## src/rtl/syn_update_sequencer.sv

```systemverilog
`timescale 1ns/1ps
// ---------------------------------------------------------------------------
// syn_update_sequencer
//
// Walks every synapse word of the synaptic SRAM (pre neuron x post group) as a
// read-modify-write during an FF-STDP training pass: read the word, wait for
// the ffstdp_update results, then write the new weights back to the same word.
// It sits directly upstream of the synaptic core and owns its SRAM control
// while a sweep is running, yielding between words whenever SPI holds the
// SRAM.
//
// Ports:
//   CLK                       system clock, rising edge
//   RST_N                     asynchronous active-low reset
//   START                     one-cycle pulse, begins a sweep (IDLE only)
//   ABORT                     synchronous sweep cancel
//   IS_TRAIN                  START is accepted only while high
//   SPI_GATE_ACTIVITY_sync    high = SPI owns the SRAM, pause between words
//   CTRL_SYNARRAY_CS          SRAM chip select (registered)
//   CTRL_SYNARRAY_WE          SRAM write enable (registered, only with CS)
//   CTRL_SYNARRAY_ADDR        SRAM word address = pre*GROUPS + group
//   CTRL_PRE_NEURON_ADDRESS   pre-neuron index of the current word
//   CTRL_POST_GROUP_ADDRESS   post-neuron group index of the current word
//   BUSY                      high from START acceptance until back in IDLE
//   DONE                      one-cycle pulse after the last write of a sweep
// ---------------------------------------------------------------------------
module syn_update_sequencer #(
    parameter int INPUT_NEURON              = 784,
    parameter int OUTPUT_NEURON             = 256,
    parameter int POST_NEUR_PARALLEL        = 4,
    parameter int PRE_NEUR_ADDR_WIDTH       = 10,
    parameter int POST_NEUR_WORD_ADDR_WIDTH = 8,
    parameter int SYN_ARRAY_ADDR_WIDTH      = 16,
    parameter int UPDATE_LAT                = 1
) (
    input  logic                                 CLK,
    input  logic                                 RST_N,
    input  logic                                 START,
    input  logic                                 ABORT,
    input  logic                                 IS_TRAIN,
    input  logic                                 SPI_GATE_ACTIVITY_sync,
    output logic                                 CTRL_SYNARRAY_CS,
    output logic                                 CTRL_SYNARRAY_WE,
    output logic [SYN_ARRAY_ADDR_WIDTH-1:0]      CTRL_SYNARRAY_ADDR,
    output logic [PRE_NEUR_ADDR_WIDTH-1:0]       CTRL_PRE_NEURON_ADDRESS,
    output logic [POST_NEUR_WORD_ADDR_WIDTH-1:0] CTRL_POST_GROUP_ADDRESS,
    output logic                                 BUSY,
    output logic                                 DONE
);

    localparam int GROUPS    = OUTPUT_NEURON / POST_NEUR_PARALLEL;
    localparam int WAIT_LAST = (UPDATE_LAT > 0) ? (UPDATE_LAT - 1) : 0;

    localparam logic [PRE_NEUR_ADDR_WIDTH-1:0] PRE_LAST =
        PRE_NEUR_ADDR_WIDTH'(INPUT_NEURON - 1);
    localparam logic [POST_NEUR_WORD_ADDR_WIDTH-1:0] GROUP_LAST =
        POST_NEUR_WORD_ADDR_WIDTH'(GROUPS - 1);

    typedef enum logic [2:0] {
        IDLE  = 3'd0,
        ARB   = 3'd1,
        READ  = 3'd2,
        WAIT  = 3'd3,
        WRITE = 3'd4
    } state_t;

    state_t state;
    state_t next_state;

    logic [2:0] wait_cnt;
    logic       clear_cnt;
    logic       step_cnt;
    logic       is_last;
    logic       cs_next;
    logic       we_next;
    logic       busy_next;
    logic       done_next;

    assign is_last = (CTRL_PRE_NEURON_ADDRESS == PRE_LAST) &&
                     (CTRL_POST_GROUP_ADDRESS == GROUP_LAST);

    // State register for the sweep FSM.
    always_ff @(posedge CLK or negedge RST_N) begin
        if (!RST_N) begin
            state <= IDLE;
        end else begin
            state <= next_state;
        end
    end

    // Next-state logic. ABORT beats START in IDLE and beats the SPI gate in
    // ARB. A word that has reached WRITE always finishes its write; ABORT there
    // only suppresses the move to the next word and the DONE pulse. The output
    // flops below are loaded from decodes of next_state so that CS/WE line up
    // with the READ/WRITE state cycles while still coming straight off a flop.
    always_comb begin
        next_state = state;
        clear_cnt  = 1'b0;
        step_cnt   = 1'b0;
        case (state)
            IDLE: begin
                if (START && IS_TRAIN && !ABORT) begin
                    next_state = ARB;
                    clear_cnt  = 1'b1;
                end
            end
            ARB: begin
                if (ABORT) begin
                    next_state = IDLE;
                end else if (!SPI_GATE_ACTIVITY_sync) begin
                    next_state = READ;
                end
            end
            READ: begin
                if (ABORT) begin
                    next_state = IDLE;
                end else if (UPDATE_LAT > 0) begin
                    next_state = WAIT;
                end else begin
                    next_state = WRITE;
                end
            end
            WAIT: begin
                if (ABORT) begin
                    next_state = IDLE;
                end else if (wait_cnt == 3'(WAIT_LAST)) begin
                    next_state = WRITE;
                end
            end
            WRITE: begin
                if (ABORT || is_last) begin
                    next_state = IDLE;
                end else begin
                    next_state = ARB;
                    step_cnt   = 1'b1;
                end
            end
            default: begin
                next_state = IDLE;
            end
        endcase

        cs_next   = (next_state == READ) || (next_state == WRITE);
        we_next   = (next_state == WRITE);
        busy_next = (next_state != IDLE);
        done_next = (state == WRITE) && is_last && !ABORT;
    end

    // Counts the cycles spent in WAIT so the write lands exactly UPDATE_LAT
    // cycles after the read data becomes valid.
    always_ff @(posedge CLK or negedge RST_N) begin
        if (!RST_N) begin
            wait_cnt <= 3'd0;
        end else if (state == WAIT) begin
            wait_cnt <= wait_cnt + 3'd1;
        end else begin
            wait_cnt <= 3'd0;
        end
    end

    // Word address plus the (pre, group) pair. The address is its own
    // incrementing counter rather than pre*GROUPS+group, and the pair steps in
    // lockstep with it, so everything only moves when a word's WRITE is left
    // for the next word. In IDLE the last values are simply held.
    always_ff @(posedge CLK or negedge RST_N) begin
        if (!RST_N) begin
            CTRL_SYNARRAY_ADDR      <= '0;
            CTRL_PRE_NEURON_ADDRESS <= '0;
            CTRL_POST_GROUP_ADDRESS <= '0;
        end else if (clear_cnt) begin
            CTRL_SYNARRAY_ADDR      <= '0;
            CTRL_PRE_NEURON_ADDRESS <= '0;
            CTRL_POST_GROUP_ADDRESS <= '0;
        end else if (step_cnt) begin
            CTRL_SYNARRAY_ADDR <= CTRL_SYNARRAY_ADDR + 1'b1;
            if (CTRL_POST_GROUP_ADDRESS == GROUP_LAST) begin
                CTRL_POST_GROUP_ADDRESS <= '0;
                CTRL_PRE_NEURON_ADDRESS <= CTRL_PRE_NEURON_ADDRESS + 1'b1;
            end else begin
                CTRL_POST_GROUP_ADDRESS <= CTRL_POST_GROUP_ADDRESS + 1'b1;
            end
        end
    end

    // Registered control outputs. Because they are flops on the async reset,
    // pulling RST_N low drops CS/WE/BUSY/DONE immediately.
    always_ff @(posedge CLK or negedge RST_N) begin
        if (!RST_N) begin
            CTRL_SYNARRAY_CS <= 1'b0;
            CTRL_SYNARRAY_WE <= 1'b0;
            BUSY             <= 1'b0;
            DONE             <= 1'b0;
        end else begin
            CTRL_SYNARRAY_CS <= cs_next;
            CTRL_SYNARRAY_WE <= we_next;
            BUSY             <= busy_next;
            DONE             <= done_next;
        end
    end

endmodule
```

## config.mk

```make
export PLATFORM = sky130hd
export DESIGN_NAME = syn_update_sequencer
export DESIGN_NICKNAME = d
export VERILOG_FILES = /design/src/rtl/syn_update_sequencer.sv
export SDC_FILE = /design/constraint.sdc
export NUM_CORES = 1
export LEC_CHECK = 0
export ABC_AREA = 1
export CAP_MARGIN = 30
export CORE_ASPECT_RATIO = 0.75
export CORE_MARGIN = 2
export CORE_UTILIZATION = 58
export DETAILED_ROUTE_END_ITERATION = 8
export GPL_TIMING_DRIVEN = 0
export PLACE_DENSITY = 0.92
export SYNTH_ARGS = -nofsm -noshare
export SYNTH_HDL_FRONTEND = slang
export SYNTH_SLANG_ARGS = --single-unit
```

## constraint.sdc

```tcl
create_clock -name CLK -period 2.67 [get_ports CLK]
set_clock_uncertainty 0.15 [all_clocks]
set_input_delay 0.801 -clock CLK [delete_from_list [all_inputs] [get_ports CLK]]
set_output_delay 0.801 -clock CLK [all_outputs]
set_load 0.1 [all_outputs]
```

== Yosys cells after proc, flatten, opt, wreduce, memory -nomap -nowiden ==
Index checks and enable logic that the tools add are counted.

* Memories kept: 0
* Output and inout port bits: 38
* Register bits: 44
* Input port bits: 6
* Bits in read-only memories: 0
* Bits in latches: 0
* Logic and storage cells: 56
* Bits in writable memories: 0

* Divide/modulo/power cells: 0
* Mux-type cells: 21
* Add/sub/neg operators: 4
* Shift-type cells: 0
* Multiply operators: 0
* Bitwise logic cells: 0
* Magnitude comparators: 0
* Eq/ne operators: 8
* Reductions and logical operators: 14

{| class="wikitable"
|+ Operator list
! kind !! count
|-
| 16-bit 2-to-1 mux || 2
|-
| 10-bit 2-to-1 mux || 3
|-
| 8-bit 2-to-1 mux || 3
|-
| 3-bit 2-to-1 mux || 6
|-
| 16-bit by 1-bit adder with 16-bit output, second input constant || 1
|-
| 3-bit one-hot mux with 5 select lines || 1
|-
| 10-bit by 1-bit adder with 10-bit output, second input constant || 1
|-
| 10-bit equality test, second input constant || 1
|-
| 3-bit by 2-bit equality test with 1-bit output, second input constant || 3
|-
| 8-bit by 1-bit adder with 8-bit output, second input constant || 1
|-
| 8-bit by 6-bit equality test with 1-bit output, second input constant || 1
|-
| 3-bit equality test, second input constant || 2
|-
| 3-bit logical NOT || 2
|-
| 1-bit logical AND || 5
|-
| 1-bit 2-to-1 mux || 5
|-
| 2-bit nonzero test || 2
|-
| 3-bit by 1-bit adder with 3-bit output, second input constant || 1
|-
| 3-bit by 1-bit equality test with 1-bit output, second input constant || 1
|-
| 3-bit nonzero test || 1
|-
| 1-bit logical OR || 2
|-
| 2-bit 2-to-1 mux || 1
|-
| 2-bit AND reduction || 1
|-
| 1-bit logical NOT || 1
|}

== Depth between registers and ports, before layout ==
* Depth after elaboration: 7
* Gate-level depth with buffers: 11
* Gate-level depth less buffers: 10

== Worst setup path after synthesis ==
Ideal clock, no wire load.

* Kind: register -> register
* Start point: reg CTRL_POST_GROUP_ADDRESS[0]
* End point: reg CTRL_PRE_NEURON_ADDRESS[7]
* Data required time: 2397 ps
* Stages on the path, launching flop included: 12
* Path buffers: 1
* Arrival time: 2193 ps
* Slack: 204 ps
* Clock period less this slack: 2466 ps
* Library setup time: 123 ps
* Cell sequence: dfrtp_1 ha_1 nand2_1 inv_1 nand2_2 nor2_8 nand2_4 nand2_1 nand2_4 buf_6 nand3_1 nand2_1

* Cells in the longest elaborated chain, start to end: 7
* Elaborated cells on any way between the ends: 8
* Those cells by class: eq/ne (1); mux (2); reduce/logical (5)

{| class="wikitable"
|+ RTL lines
! what !! line !! RTL
|-
| start, declared || 46 || <nowiki>output logic [POST_NEUR_WORD_ADDR_WIDTH-1:0] CTRL_POST_GROUP_ADDRESS,</nowiki>
|-
| start signal, assigned || 180 || <nowiki>CTRL_POST_GROUP_ADDRESS <= CTRL_POST_GROUP_ADDRESS + 1'b1;</nowiki>
|-
| 8-bit by 6-bit equality test with 1-bit output (*) || 80, 176 ||
|-
| 1-bit logical AND || 79 || <nowiki>assign is_last = (CTRL_PRE_NEURON_ADDRESS == PRE_LAST) &&</nowiki>
|-
| 1-bit logical OR || 131 || <nowiki>if (ABORT || is_last) begin</nowiki>
|-
| 1-bit 2-to-1 mux || 131 ||
|-
| 1-bit 2-to-1 mux || 100 || <nowiki>case (state)</nowiki>
|-
| 2-bit nonzero test (no source line) || - ||
|-
| 2-bit AND reduction (no source line) (*) || - ||
|-
| end signal, assigned || 178 || <nowiki>CTRL_PRE_NEURON_ADDRESS <= CTRL_PRE_NEURON_ADDRESS + 1'b1;</nowiki>
|-
| end, declared || 45 || <nowiki>output logic [PRE_NEUR_ADDR_WIDTH-1:0] CTRL_PRE_NEURON_ADDRESS,</nowiki>
|}

Mark *: on every way between the ends. The rest lies on a longest branch, timed or not.
A chain may end at the register's enable or synchronous reset.

== Worst setup path after layout ==
* Start point: reg CTRL_POST_GROUP_ADDRESS[5]
* End point: out CTRL_POST_GROUP_ADDRESS[5]

No word-level cell between the ends.

==> impl_metrics.json <==
{
  "outcome": "complete, no violations",
  "diodes": 0,
  "cts_buffers": 5,
  "finalHoldViolations": 0,
  "portBuffers": 43,
  "crit_type": "register to output port",
  "grt_pass1_vias": 2414,
  "clockBufferDepth": 2,
  "cp.arrival_ns": 1.66,
  "core-area_mm2": 0.00444,
  "antenna_found_initial": 0,
  "rows": 21,
  "post-route-period-util": 0.978,
  "grt.total_usage": 0.270,
  "pin_count": 44,
  "wirelength_um": 6410,
  "critPathLaunchType": "register",
  "cts-root-buf": "clkbuf_8",
  "cp_slowest_cell": "clkdlybuf4s15_1",
  "cts_tree": "built",
  "setup_ws_ns": 0.0596,
  "area_growth_pct": 20.9,
  "dieArea_mm2": 0.00518,
  "grt_pass1_wl_um": 10900,
  "dr.pass1.iters": 4,
  "timing.fmax_ghz": 0.383,
  "powerDensity_mw_per_mm2": 398,
  "reg2reg_depth": 11,
  "gp_congestion": 0.919,
  "place_inst": 463,
  "clk_latency_ns": 0.30,
  "worst_pin_slew_ns": 0.970,
  "cap_violations": 0,
  "total_power_mw": 1.29,
  "r2r-start": "CTRL_POST_GROUP_ADDRESS[0]",
  "reg2reg_slack_ns": 0.67,
  "hpwl_um": 4720,
  "rsz0062_at_grt": "no",
  "min_path_type": "input pin to asynchronous set/reset pin",
  "drc_errors": 0,
  "cp_max_fo": 6,
  "ys_warn_count": 0,
  "setup_viol_count_final": 0,
  "synth_area_leaders": "dfrtp_1 41%, nand2_1 18%, nand3_1 6.7%, nor2_1 6.0%, inv_1 5.3%",
  "reg2reg_to": "CTRL_PRE_NEURON_ADDRESS[8]",
  "synth.most_common_cell": "nand2_1",
  "drtIter0Drc": 191,
  "drive_gt1_frac": 0.0773,
  "hold_ws_ns": 0.268,
  "fin_util": 0.729,
  "crit_path_end_kind": "output port",
  "synth_top_cell_area_share": 0.411,
  "die_x_um": 82.4,
  "syn-num-nets": 373,
  "cp_top_family": "buffers and inverters",
  "fin_cells": 471,
  "synth_edf_count": 0,
  "ys_top_cells_by_count": "125 x nand2_1, 44 x dfrtp_1, 43 x nor2_1, 38 x inv_1, 36 x nand3_1",
  "cts_max_level": 2,
  "fin_nets": 424,
  "yosysTopAreaCell": "dfrtp_1",
  "place_ws_ns": -0.0351,
  "synthArstFlopShare": 1.00,
  "num-fill-cells": 349,
  "clk_pin_slew_ns": 0.09,
  "die_h_um": 62.8,
  "mappedNetlistArea_mm2": 0.00268,
  "crit_buf_inv": 1,
  "critical-path-max-stage-delay_ns": 0.86,
  "ys_ff_latch": 44,
  "syn_avg_cell_area_um2": 7.39,
  "wire_per_inst_um": 13.6,
  "slew_violations": 0,
  "worst-path-stages": 1,
  "grt-ovfl-total": 0,
  "cts_setup_buffers": 0,
  "initial_core_util": 0.603,
  "p_leak_nw": 1.83,
  "path_cells": "clkdlybuf4s15_1",
  "synthCells": 362,
  "vias": 2573,
  "ir_drop_mv": 0.283,
  "synth.distinct_cells": 28,
  "grt_max_degree": 29,
  "ys_seq_area_frac": 0.411,
  "min_period_ns": 2.61,
  "worstPathRequired_ns": 1.72,
  "numClockSinks": 44,
  "detail-route-antenna-nets": 0,
  "max-slew-margin-rel": 0.356,
  "ys.flop_type": "dfrtp_1",
  "avgViaCountPerCell": 5.46
}
==> through the flow <==
stage	cell area (um^2)	setup TNS [ns]
CTS	3230	0
detailed placement	3190	-0.430
finish	3240	0
floorplan	2680	0
global route	3240	0
global placement	3180	-23.94
==> how the worst max path moves through the flow <==
| stage | startpoint | to | slack (ns) |
|---|---|---|---|
| 6_report | CTRL_POST_GROUP_ADDRESS[5] | CTRL_POST_GROUP_ADDRESS[5] | 0.06 |
| 5_1_grt | CTRL_SYNARRAY_ADDR[2] | CTRL_SYNARRAY_ADDR[2] | 0.01 |
| 4_1_cts | CTRL_POST_GROUP_ADDRESS[5] | CTRL_POST_GROUP_ADDRESS[5] | 0.02 |
| 3_5_place_dp | ABORT | CTRL_SYNARRAY_ADDR[13] | -0.04 |
| 3_3_place_gp | RST_N | CTRL_SYNARRAY_ADDR[2] | -0.55 |
| 2_1_floorplan | CTRL_POST_GROUP_ADDRESS[0] | CTRL_PRE_NEURON_ADDRESS[7] | 0.20 |
==> layout make-up <==
cell class,instances,area [um^2],share of cell area
Buffer,6,52.6,0.0162
Clock buffer,5,68.8,0.0213
Clock inverter,3,18.8,0.00580
Inverter,41,154,0.0476
Multi-Input combinational cell,271,1370,0.423
Sequential cell,44,1100,0.340
Tap cell,57,71.3,0.0220
Timing Repair Buffer,44,400,0.124
==> cells in the final DEF, fill, tap and decap left out, types with 6 or more instances in the layout <==
cell,instances
nand2_1,125
nand3_1,36
nand4_1,15
inv_1,38
dlygate4sd2_1,36
nor2_1,43
xor2_1,10
o21ai_0,6
dfrtp_1,44
==> power by group <==
group	internal [mW]	leakage (nW)	switching, mW
clock	0.183	0.0479	0.233
combinational	0.0379	1.18	0.138
sequential	0.677	0.610	0.0188
==> registers in the layout, summed over array words and instances, names as in the netlist <==
register                 flops
wait_cnt                     3
CTRL_PRE_NEURON_ADDRESS     10
CTRL_SYNARRAY_CS             1
state                        3
DONE                         1
CTRL_SYNARRAY_WE             1
CTRL_POST_GROUP_ADDRESS      8
BUSY                         1
CTRL_SYNARRAY_ADDR          16
==> metal layers <==
layer / vias up / part of all wire / global-route usage
met5: - / 0 / 0
met4: 0 / 0.014 / 0.0938
met3: 8 / 0.061 / 0.0419
met2: 95 / 0.48 / 0.442
met1: 1217 / 0.45 / 0.361
li1: 1253 / - / -
==> kinds of logic after synthesis <==
logic type / count (synthesis) / share of synthesized area
and+or+nand+nor: 234 / 0.393
DFF: 44 / 0.411
adders and majority gates: 5 / 0.0234
AOI/OAI and AO/OA: 19 / 0.0528
buffers and inverters: 47 / 0.0771
xor gates and xnor gates: 13 / 0.0425
==> repair_timing <==
item	in CTS	in global routing
resized for setup	38	2
gates cloned	0	0
endpoints found under the setup margin	38	2
hold buffers	0	0
Power figures use the tool's default switching activity.
